**src/rtl/alk_mdseq.sv**
```systemverilog
// Multiply/divide sequencer for the ALK datapath: SETUP, N iterate steps, optional
// divide fixup, then a one-cycle done pulse. All outputs are registered.
module alk_mdseq #(
  parameter logic [9:0] ALPCTL_NOP   = 10'h000,
  parameter logic [9:0] ALPCTL_SETUP = 10'h080,
  parameter logic [9:0] ALPCTL_MUL   = 10'h0C0,
  parameter logic [9:0] ALPCTL_DIV   = 10'h0D0,
  parameter logic [9:0] ALPCTL_REM   = 10'h0E0,
  parameter logic [9:0] ALPCTL_FIX   = 10'h0F0,
  parameter logic [5:0] ROT_STEP     = 6'b001000,
  parameter logic [5:0] ROT_FIX      = 6'b000001
) (
  input  logic       qdclk_l,
  input  logic       reset_h,
  input  logic       start_h,
  input  logic [1:0] op_h,
  input  logic [1:0] size_h,
  input  logic       hold_h,
  input  logic       abort_h,
  input  logic       c31_h,
  output logic [9:0] alpctl_h,
  output logic [5:0] rot_h,
  output logic [1:0] dsize_h,
  output logic       busy_h,
  output logic       done_h,
  output logic       err_h,
  output logic [5:0] step_h
);

  typedef enum logic [2:0] {
    S_IDLE, S_SETUP, S_ITER, S_FIX, S_DONE
  } state_t;

  state_t     state_q, state_d;
  logic [1:0] op_q, op_d;
  logic [1:0] dsize_q, dsize_d;
  logic [5:0] step_q, step_d;
  logic [9:0] alp_q, alp_d;
  logic [5:0] rot_q, rot_d;
  logic       busy_q, busy_d;
  logic       done_q, done_d;
  logic       err_q, err_d;

  always_comb begin
    state_d = state_q;
    op_d    = op_q;
    dsize_d = dsize_q;
    step_d  = step_q;
    err_d   = 1'b0;

    case (state_q)
      S_IDLE: begin
        if (start_h) begin
          if (op_h == 2'b11) begin
            err_d = 1'b1;
          end else begin
            op_d    = op_h;
            dsize_d = size_h;
            case (size_h)
              2'b00:   step_d = 6'd8;
              2'b01:   step_d = 6'd16;
              default: step_d = 6'd32;
            endcase
            state_d = S_SETUP;
          end
        end
      end
      S_SETUP, S_ITER, S_FIX: begin
        // Abort wins over hold so a stalled datapath can still be cancelled.
        if (abort_h) begin
          state_d = S_IDLE;
          step_d  = 6'd0;
          err_d   = 1'b1;
        end else if (!hold_h) begin
          if (state_q == S_SETUP) begin
            state_d = S_ITER;
          end else if (state_q == S_FIX) begin
            state_d = S_DONE;
          end else begin
            if (step_q != 6'd0) step_d = step_q - 6'd1;
            if (step_q <= 6'd1) begin
              // Divide needs a restore step when the final carry is clear.
              if (op_q == 2'b00 || c31_h) state_d = S_DONE;
              else                        state_d = S_FIX;
            end
          end
        end
      end
      S_DONE:  state_d = S_IDLE;
      default: state_d = S_IDLE;
    endcase

    // Outputs follow the state being entered, so a held state re-drives its command.
    alp_d  = ALPCTL_NOP;
    rot_d  = 6'd0;
    busy_d = 1'b0;
    done_d = 1'b0;
    case (state_d)
      S_SETUP: begin
        alp_d  = ALPCTL_SETUP;
        rot_d  = ROT_STEP;
        busy_d = 1'b1;
      end
      S_ITER: begin
        case (op_d)
          2'b01:   alp_d = ALPCTL_DIV;
          2'b10:   alp_d = ALPCTL_REM;
          default: alp_d = ALPCTL_MUL;
        endcase
        rot_d  = ROT_STEP;
        busy_d = 1'b1;
      end
      S_FIX: begin
        alp_d  = ALPCTL_FIX;
        rot_d  = ROT_FIX;
        busy_d = 1'b1;
      end
      S_DONE:  done_d = 1'b1;
      default: ;
    endcase
  end

  always_ff @(posedge qdclk_l) begin
    if (reset_h) begin
      state_q <= S_IDLE;
      op_q    <= 2'b00;
      dsize_q <= 2'b00;
      step_q  <= 6'd0;
      alp_q   <= ALPCTL_NOP;
      rot_q   <= 6'd0;
      busy_q  <= 1'b0;
      done_q  <= 1'b0;
      err_q   <= 1'b0;
    end else begin
      state_q <= state_d;
      op_q    <= op_d;
      dsize_q <= dsize_d;
      step_q  <= step_d;
      alp_q   <= alp_d;
      rot_q   <= rot_d;
      busy_q  <= busy_d;
      done_q  <= done_d;
      err_q   <= err_d;
    end
  end

  assign alpctl_h = alp_q;
  assign rot_h    = rot_q;
  assign dsize_h  = dsize_q;
  assign busy_h   = busy_q;
  assign done_h   = done_q;
  assign err_h    = err_q;
  assign step_h   = step_q;

endmodule

```
**config.mk**
```make
export PLATFORM = sky130hd
export DESIGN_NAME = alk_mdseq
export DESIGN_NICKNAME = d
export VERILOG_FILES = /design/src/rtl/alk_mdseq.sv
export SDC_FILE = /design/constraint.sdc
export NUM_CORES = 1
export LEC_CHECK = 0
export BUFFER_PORTS_ARGS = -buffer_cell sky130_fd_sc_hd__buf_2
export CORE_ASPECT_RATIO = 1.25
export CORE_UTILIZATION = 35
export DETAILED_ROUTE_END_ITERATION = 6
export GPL_TIMING_DRIVEN = 0
export SYNTH_ARGS = -nofsm -noshare
export SYNTH_HDL_FRONTEND = slang
export SYNTH_SLANG_ARGS = --single-unit
```
**constraint.sdc**
```tcl
create_clock -name qdclk_l -period 2.4 [get_ports qdclk_l]
set_input_delay 0.12 -clock qdclk_l [delete_from_list [all_inputs] [get_ports qdclk_l]]
set_output_delay 0.12 -clock qdclk_l [all_outputs]
set_load 0.01 [all_outputs]
```
======== Yosys cells after proc, flatten, opt, wreduce, memory -nomap -nowiden ========
Index checks and enable logic that the tools add are counted.
storage, ports and cells
  output and inout bits ................... 27
  flip-flop bits (word level) ............. 32
  logic and storage cells ................. 70
cells by class
  reductions and logical operators ........ 11
  muxes and demuxes ....................... 30
  add/subtract/negate cells ............... 1
  magnitude comparators ................... 1
  equal/unequal tests ..................... 17
  bitwise logic cells ..................... 1
operators with widths
  kind                   count
  $mux W6                7
  $pmux W6 S2            3
  $mux W3                8
  $pmux W8 S3            1
  $eq A3 B2 Y1 const B   4
  $ne A3 B3 Y1 const B   4
  $pmux W4 S2            1
  $reduce_and A7 Y1      1
  $eq A3 B1 Y1 const B   2
  $le A6 B1 Y1 const B   1
  $mux W2                3
  $pmux W3 S2            1
  $reduce_bool A6 Y1     1
  $reduce_or A3 Y1       2
  $sub A6 B1 Y6 const B  1
  $mux W1                5
  $eq A2 B1 Y1 const B   2
  $eq A2 B2 Y1 const B   2
  $logic_not A2 Y1       2
  $ne A2 B2 Y1 const B   2
  $eq A3 B3 Y1 const B   1
  $logic_not A3 Y1       1
  $reduce_and A3 Y1      1
  $pmux W1 S2            1
  4 further kinds        4

======== Depth between registers and ports, before layout ========
  word-level depth ........................ 12
  gate-level depth with buffers ........... 8
  gate-level depth less buffers ........... 7

======== Worst setup path before layout ========
OpenSTA, ideal clock, no wires.
  path kind ............................... flip-flop to flip-flop
  start ................................... register step_q[0], in the netlist step_h[0]
  end ..................................... register rot_q[3], in the netlist rot_h[3]
  path buffers ............................ 1
  library setup time ...................... 0.072 ns
  slack ................................... 0.487 ns
  arrival ................................. 1.841 ns
  cell stages (with the launch flop) ...... 9
  data required time ...................... 2.328 ns
  period minus slack after synthesis ...... 1.913 ns
  path through ............................ dfxtp_1 inv_1 ha_1 o21ba_2 o2bb2ai_1 a221o_1 or2_0 buf_2 mux2i_1
between the ends
  longest elaborated chain between the ends .. 10
RTL lines
  what                                                 line  source
  start, declared                                      37    logic [5:0] step_q, step_d;
  start signal, assigned                               138   step_q <= step_d;
  $le A6 B1 Y1 (*)                                     81    if (step_q <= 6'd1) begin
  $mux W3 (*)                                          81
  $mux W3 (*)                                          77    end else if (state_q == S_FIX) begin
  $mux W3 (*)                                          75    if (state_q == S_SETUP) begin
  $mux W3 (*)                                          74    end else if (!hold_h) begin
  $mux W3 (*)                                          70    if (abort_h) begin
  $pmux W3 S2 (*)                                      51    case (state_q)
  $eq A3 B2 Y1 / $eq A3 B1 Y1 (equally long branches)  98    case (state_d)
  $reduce_or A2 Y1 (no source line)                    -
  $pmux W4 S2 (*)                                      98
  end signal, assigned                                 140   rot_q <= rot_d;
  end, declared                                        39    logic [5:0] rot_q, rot_d;
Every way passes the cells marked *; elsewhere a longest branch is shown, timed or not.
A chain may end at the register's enable or synchronous reset.

======== Worst setup path in the final report ========
Ends and elaborated chain as after synthesis.

==> results.yml <==
hold_path:
  hold_path_class: "primary input to flop"
placed_design:
  placed_area_um2: 1350
  place_inst: 205
  port_buffers: 25
  dpl.hpwl_um: 1920
  place.gp.congestion: 0.819
finish:
  diodes: 0
  drive_gt1_frac: 0.283
  syn_to_final_growth_pct: 20.2
  register_area_um2: 420
  fin_nets: 187
  post-route-util: 0.455
  fin_cells: 209
  design_area_um2: 1380
  multi_input_area_um2: 632
  fillers: 330
timing:
  finalMaxSlewViolations: 0
  fin_crit_ps: 2040
  fin_setup_tns_ps: 0
  hold_viol: 0
  tightest_slew_ps: 591
  fmax_ghz: 0.489
  maxSlewHeadroom: 0.603
  rsz0062_at_grt: "no"
  finClkSkew_ps: 8.83
  setup_violations: 0
  period_share: 0.851
synth:
  synthCells: 135
  synth_edf_count: 0
  ys.flop_type: "dfxtp_1"
  synth-async-reset-ratio: 0
  synth.avg_cell_area_um2: 8.50
  synthDistinctLibCells: 42
  ys_seq_area_frac: 0.366
  syn_area_um2: 1150
  synth_seq_cells: 21
  yosysWarnings: 0
pwr:
  power_density_nw_per_um2: 507
  leakage_nw: 0.661
  peakVddDrop_mv: 0.275
setup_path:
  arrival_ps: 2280
  worstPathRequired_ps: 2640
  cp_max_fo: 7
  path_class: "flop to flop"
  endpoint_kind: "flop"
  critPathLaunchType: "flop"
detailed_routing:
  route.antenna.remaining_nets: 0
  wirelength_um: 2530
  avgViaCountPerCell: 5.16
  drc: 0
  wire_per_inst_um: 12.1
  via_count: 1079
  dr.pass1.iters: 4
  drtIter0Drc: 20
clock_tree:
  postCtsSetupBuffers: 0
  clkSinkCount: 21
  clk_path_buf_depth: 2
  h-tree-depth: 1
  ctsHoldBuffers: 0
  clock_latency_ps: 310
  cts.clk_slew.worst_paths_ps: 130
  postCtsResizedCells: 0
  cts_tree: "done"
  cts_buffers: 3
  root_buffer: "clkbuf_4"
flow_run:
  drv_cap: 0
floorplan:
  die_x_um: 53.2
  design.portCount: 37
  start_util: 0.379
  dieArea_um2: 3510
  die_h_um: 66.0
  placementRows: 22
  core_um2: 3030
outcome:
  outcome: "complete, no violations"
grt:
  antenna_found_initial: 0
  grt_pass1_wl_um: 4220
  grt_use_total: 0.161
  grt_overflow: 0
  grt_pass1_vias: 1022
  grt_max_degree: 13
==> registers in the layout (all words and copies together) (netlist names) <==
register,cells
step_h,6
op_q,2
done_h,1
rot_h,2
dsize_h,2
err_h,1
state_q,3
alpctl_h,4
==> cells in the mapped netlist (all sizes together), types with 2 or more instances <==
master | number | area share
dfxtp | 21 | 0.37
a221o | 2 | 0.017
nor3 | 7 | 0.031
nor4 | 3 | 0.029
nand3 | 2 | 0.0087
nand2 | 5 | 0.016
nor2 | 17 | 0.056
o21ai | 6 | 0.026
inv | 5 | 0.016
mux2i | 7 | 0.061
clkbuf | 3 | 0.011
nand3b | 2 | 0.013
o22ai | 2 | 0.011
ha | 3 | 0.033
nor3b | 2 | 0.013
nor2b | 3 | 0.016
a21oi | 10 | 0.044
o21ba | 2 | 0.017
buf | 14 | 0.085
==> report_power, final <==
| part | internal [W] | switching (W) | total (W) |
|---|---|---|---|
| Sequential | 0.000362 | 0.0000111 | 0.000373 |
| Combinational | 0.0000677 | 0.0000835 | 0.000151 |
| Clock | 0.0000621 | 0.000113 | 0.000175 |
==> worst max-delay path: stages (launching register included) <==
cell	delay, ps
dfxtp_1	450
inv_1	90
ha_1	270
o21ba_2	250
o2bb2ai_1	120
a221o_1	330
or2_0	190
buf_2	150
mux2i_1	120
==> path summary, 6_finish.rpt <==
path              startpoint    endpoint  slack [ps]  depth (start not counted)
setup reg to reg   step_h[0]    rot_h[3]         360                          8
setup / recovery   step_h[0]    rot_h[3]         360                          8
hold / removal     size_h[0]  dsize_h[0]          70                          3
hold reg to reg   dsize_h[0]  dsize_h[0]         510                          2
==> through the flow <==
step	setup slack [ps]	hold WS, ps	power, W
after floorplan	487	264	0.000489
after global placement	433	394	0.000526
after detailed placement	381	402	0.000530
after CTS	349	65.1	0.000707
after global routing	200	74.3	0.000739
final	357	69.2	0.000699
==> placed cells by master (no fill, tap or decap), types with 2 or more instances in the layout <==
cell and n:
a21oi_1 10, a221o_1 2, buf_2 28, buf_4 11
clkbuf_1 2, clkbuf_4 3, conb_1 10, dfxtp_1 21
ha_1 3, inv_1 5, mux2i_1 7, nand2_1 5
nand3_1 2, nand3b_1 2, nor2_1 17, nor2b_1 3
nor3_1 7, nor3b_1 2, nor4_1 2, o21ai_0 4
o21ai_1 2, o21ba_2 2, o22ai_1 2
==> final cells by class <==
class                      instances  area share
buffer                            17      0.0799
clock buffer                       3      0.0163
clock inverter                     1     0.00363
inverter                           5      0.0136
multi-input combinational        101       0.458
sequential                        21       0.305
tap                               36      0.0327
timing repair buffer              25      0.0907
==> per-layer routing <==
| layer | track usage | wire length [µm] | vias up |
|---|---|---|---|
| li1 | - | - | 540 |
| met1 | 0.190 | 1130 | 501 |
| met2 | 0.277 | 1270 | 36 |
| met3 | 0.0276 | 122 | 2 |
| met4 | 0.0658 | 14 | 0 |
| met5 | 0 | 0 | - |
==> logic make-up (layout without fill, tap and decap cells) <==
| kind of cell | Yosys count | after routing | synth area share |
|---|---|---|---|
| adder cells (fa/ha/maj) | 3 | 3 | 0.0327 |
| AO/OA/AOI/OAI | 34 | 34 | 0.205 |
| AND/OR/NAND/NOR | 47 | 47 | 0.219 |
| multiplexers | 7 | 7 | 0.0611 |
| other | 1 | 10 | 0.00327 |
| buffers and inverters | 22 | 51 | 0.112 |
| flip-flops | 21 | 21 | 0.366 |
Power figures use the tool's default switching activity.
